==> src/rtl/ctrl_pipe_regs.sv <==
// Control-bundle pipeline from decode through NSTAGES stages, with per-stage stall/flush,
// valid tracking, bubble insertion behind stalls and a saturating retire counter.
module ctrl_pipe_regs #(
   parameter int              CW      = 9,
   parameter int              NSTAGES = 3,
   parameter logic [CW-1:0]   BUBBLE  = '0,
   parameter int              CNTW    = 32
) (
   input  logic                    clk,
   input  logic                    reset_n,
   input  logic [CW-1:0]           ctrl_in,
   input  logic                    valid_in,
   input  logic [NSTAGES-1:0]      stall,
   input  logic [NSTAGES-1:0]      flush,
   output logic [NSTAGES*CW-1:0]   ctrl_out,
   output logic [NSTAGES-1:0]      valid_out,
   output logic                    in_ready,
   output logic [CNTW-1:0]         retire_cnt
);

   logic [NSTAGES-1:0][CW-1:0] ctrl_reg;
   logic [NSTAGES-1:0][CW-1:0] ctrl_next;
   logic [NSTAGES-1:0][CW-1:0] src_ctrl;
   logic [NSTAGES-1:0]         valid_reg;
   logic [NSTAGES-1:0]         valid_next;
   logic [NSTAGES-1:0]         src_valid;
   logic [NSTAGES-1:0]         hold;
   logic [NSTAGES-1:0]         bubble_behind;
   logic [NSTAGES-1:0]         to_bubble;
   logic [CNTW-1:0]            retire_cnt_reg;
   logic                       retire_fire;

   genvar gi;
   generate
      for (gi = 0; gi < NSTAGES; gi++) begin : g_stage
         // A stall anywhere downstream freezes this stage too.
         assign hold[gi] = |stall[NSTAGES-1:gi];

         if (gi == 0) begin : g_first
            assign src_ctrl[gi]      = valid_in ? ctrl_in : BUBBLE;
            assign src_valid[gi]     = valid_in;
            assign bubble_behind[gi] = 1'b0;
         end else begin : g_rest
            assign src_ctrl[gi]      = ctrl_reg[gi-1];
            assign src_valid[gi]     = valid_reg[gi-1];
            assign bubble_behind[gi] = hold[gi-1];
         end

         // Flush beats hold; a moving stage whose predecessor is frozen takes a bubble.
         assign to_bubble[gi]  = flush[gi] | (~hold[gi] & bubble_behind[gi]);
         assign ctrl_next[gi]  = to_bubble[gi] ? BUBBLE :
                                 hold[gi]      ? ctrl_reg[gi] : src_ctrl[gi];
         assign valid_next[gi] = to_bubble[gi] ? 1'b0 :
                                 hold[gi]      ? valid_reg[gi] : src_valid[gi];
      end
   endgenerate

   always_ff @(posedge clk or negedge reset_n) begin
      if (!reset_n) begin
         for (int i = 0; i < NSTAGES; i++) begin
            ctrl_reg[i] <= BUBBLE;
         end
         valid_reg <= '0;
      end else begin
         ctrl_reg  <= ctrl_next;
         valid_reg <= valid_next;
      end
   end

   // The bundle leaves the last stage even if that stage is flushed on the same edge.
   assign retire_fire = valid_reg[NSTAGES-1] & ~hold[NSTAGES-1];

   always_ff @(posedge clk or negedge reset_n) begin
      if (!reset_n) begin
         retire_cnt_reg <= '0;
      end else if (retire_fire && (retire_cnt_reg != {CNTW{1'b1}})) begin
         retire_cnt_reg <= retire_cnt_reg + {{(CNTW-1){1'b0}}, 1'b1};
      end
   end

   assign ctrl_out   = ctrl_reg;
   assign valid_out  = valid_reg;
   assign in_ready   = ~hold[0];
   assign retire_cnt = retire_cnt_reg;

endmodule

==> config.mk <==
export PLATFORM = sky130hd
export DESIGN_NAME = ctrl_pipe_regs
export DESIGN_NICKNAME = d
export VERILOG_FILES = /design/src/rtl/ctrl_pipe_regs.sv
export SDC_FILE = /design/constraint.sdc
export NUM_CORES = 1
export LEC_CHECK = 0
export CAP_MARGIN = 15
export CORE_MARGIN = 2
export CORE_UTILIZATION = 51
export DETAILED_ROUTE_END_ITERATION = 10
export PLACE_DENSITY = 0.84
export SLEW_MARGIN = 20
export SYNTH_ARGS = -nofsm -noshare
export SYNTH_HDL_FRONTEND = slang
export SYNTH_SLANG_ARGS = --single-unit
==> constraint.sdc <==
create_clock -name clk -period 5.6 [get_ports clk]
set_clock_uncertainty 0.15 [all_clocks]
set_input_delay 1.4 -clock clk [delete_from_list [all_inputs] [get_ports clk]]
set_output_delay 1.4 -clock clk [all_outputs]
set_load 0.01 [all_outputs]
==> flow_metrics.py <==
metrics = {
    "outcome": {
        "run_status": "completed",
    },
    "sta": {
        "tns_ns": 0,
        "rsz0062_at_grt": "no",
        "fin_crit_sh_pct": 83.1,
        "post-route-min-period_ns": 4.65,
        "hold_viol": 0,
        "slew_violations": 0,
        "setup_violations": 0,
        "worst-slew-pin-transition_ns": 1.03,
        "max_freq_ghz": 0.215,
        "max-slew-margin-rel_pct": 31.5,
    },
    "synth": {
        "yosys_warnings": 0,
        "synth_cell_types": 35,
        "synth-seq-cells": 62,
        "syn_area_um2": 2740,
        "ys.flop_type": "dfrtp_1",
        "async_flop_share_pct": 100,
        "syn_avg_cell_area_um2": 11.2,
        "syn_nets": 264,
        "synthCells": 245,
        "synth_edf_count": 0,
        "seq_area_frac_synth_pct": 56.6,
    },
    "detailed_routing": {
        "drt_first_iter_violations": 165,
        "wl_per_cell_um": 15.6,
        "drt-total-wl_um": 6250,
        "drc": 0,
        "ant_nets": 0,
        "vias": 2293,
        "via_per_inst": 5.73,
        "drt-pass1-iter-count": 4,
    },
    "final_layout": {
        "syn2layout_area_growth_pct": 37.0,
        "post_layout_nonfiller_instances": 400,
        "antenna_cells": 0,
        "drive_above_1_share_pct": 8.18,
        "largest_reg_flops": 32,
        "final_area_um2": 3760,
        "fin_util_pct": 73.1,
        "nets": 346,
    },
    "die": {
        "start_util_pct": 53.3,
        "ios": 81,
        "coreArea_um2": 5140,
        "dieArea_um2": 5980,
        "rows": 26,
        "die_w_um": 77.3,
        "die-height_um": 77.3,
    },
    "clock_network": {
        "cts_sinks": 62,
        "clk_pin_slew_worst_paths_ns": 0.06,
        "cts_buffers": 9,
        "clockBufferDepth": 2,
        "cts_setup_buffers": 0,
        "cts_tree": "yes",
        "clk-insertion-delay-late_ns": 0.33,
        "htree_levels": 3,
        "postCtsHoldBufs": 0,
        "post_cts_resized": 0,
        "cts_root_buf": "clkbuf_8",
    },
    "power_and_ir_drop": {
        "p_sw_share_pct": 22.1,
        "p_int_w": 0.000635,
        "p_leak_nw": 1.54,
        "vdd_drop_max_uv": 161,
        "combPwrFrac_pct": 5.0,
        "power_frac_seq_pct": 55.5,
        "p_per_area_nw_per_um2": 217,
        "p_sw_w": 0.000180,
        "clock_power_share_pct": 39.6,
    },
    "placement": {
        "port_buffers": 80,
        "gp_congestion": 0.838,
        "place_area_um2": 3600,
        "place_inst": 386,
        "dpl.hpwl_um": 4400,
    },
    "setup_path": {
        "crit_path_start_kind": "input pin",
        "worstSetupEndpointType": "output port",
        "rrSetupSlack_ns": 3.08,
        "crit_slowest_cell": "clkdlybuf4s50_1",
        "critPathMaxStageDelay_ns": 0.56,
        "crit_chain": "clkdlybuf4s50_1, buf_4, or2_2, nor2_1, clkdlybuf4s50_1",
        "critPathRequiredTime_ns": 4.05,
        "path_common_cell": "clkdlybuf4s50_1",
        "critPathKind": "in -> out",
        "cp_data_arrival_time_ns": 3.10,
        "worst-path-max-fanout": 14,
    },
    "global_routing": {
        "grt_pass1_wl_um": 10400,
        "grt.total_usage_pct": 22.1,
        "antenna_found_initial": 0,
        "grt_pass1_vias": 2267,
        "grt-ovfl-total": 0,
        "grt_max_degree": 63,
    },
    "run": {
        "max-cap-violations": 0,
    },
    "worst_hold_path": {
        "hp-class": "reg -> reg",
    },
}
[worst paths after layout]
check                                 end  cells after the start      startpoint
hold / removal             retire_cnt[23]                      1  retire_cnt[23]
max in group asynchronous    ctrl_out[22]                      2         reset_n
setup reg to reg            retire_cnt[1]                      4   retire_cnt[0]
hold reg to reg            retire_cnt[23]                      1  retire_cnt[23]
setup / recovery                 in_ready                      5        stall[2]
min in group asynchronous  retire_cnt[11]                      2         reset_n
[layer usage]
metal / vias up / GRT usage, % / part of all wire [%]
met4: 0 / 7.86 / 1.4
met5: - / 0 / 0
met1: 1129 / 25.8 / 40
met2: 112 / 38.4 / 51
li1: 1040 / - / -
met3: 12 / 6.59 / 7.0
[worst max-delay path: cells and delay by family]
family,cells,cell delay (ns)
AND/OR/NAND/NOR,2,0.57
buffers and inverters,3,1.13
[kinds of logic after synthesis]
logic type	share of synthesized area, %
compound gates	8.81
xor+xnor	8.95
fa+ha+maj	0.456
buf+inv	1.78
flops	56.6
mux	1.23
simple gates	22.2
[layout make-up]
| class | count | area (µm²) |
|---|---|---|
| sequential | 62 | 1550 |
| clock inverter | 2 | 10.0 |
| multi-input combinational | 172 | 1150 |
| timing repair buffer | 82 | 811 |
| clock buffer | 12 | 145 |
| fill | 366 | 1380 |
| tap | 70 | 87.6 |
[through the flow]
step                      hold WS [ns]  setup slack, ns  total power [W]
final                            0.359            0.946         0.000815
after detailed placement         0.342            0.973         0.000501
after floorplan                  0.369             2.14         0.000472
after global routing             0.385            0.894         0.000850
after global placement           0.332            0.982         0.000500
after CTS                        0.355            0.963         0.000821
[power groups by stage]
| stage | clock network [W] | registers [W] | logic (W) |
|---|---|---|---|
| after global routing | 0.000354 | 0.000452 | 0.0000444 |
| final | 0.000323 | 0.000452 | 0.0000404 |
| after floorplan | 0 | 0.000461 | 0.0000115 |
| after detailed placement | 0 | 0.000460 | 0.0000406 |
| after CTS | 0.000328 | 0.000452 | 0.0000407 |
| after global placement | 0 | 0.000460 | 0.0000397 |
[cell usage in the layout, fill, tap and decap left out, drive strengths merged, types with 3 or more instances in the layout]
cell type	instances
nand4	15
nor2	19
buf	3
dfrtp	62
a22o	9
nand2	25
nand3	14
a22oi	10
clkbuf	12
clkdlybuf4s50	79
nor3	4
nand3b	10
and3	6
xnor2	27
a21oi	10
mux2	3
and4	3
[Yosys cell counts (2+ instances only)]
library cell / count / area, µm²
nor2_1: 19 / 71.3
nand4_1: 14 / 87.6
dfrtp_1: 62 / 1550
and2_1: 2 / 12.5
mux2_1: 2 / 22.5
xnor2_1: 27 / 236
a22o_1: 9 / 78.8
nand2_1: 25 / 93.8
or2_2: 2 / 12.5
nand3_1: 13 / 65.1
a21oi_1: 10 / 50.1
nor3_1: 3 / 15.0
buf_1: 2 / 7.51
and3_1: 6 / 37.5
nand3b_1: 10 / 75.1
clkbuf_1: 8 / 30.0
a41oi_1: 2 / 17.5
a22oi_1: 10 / 75.1
and4_1: 3 / 26.3
Note: power is estimated with default switching activity, not from simulation.
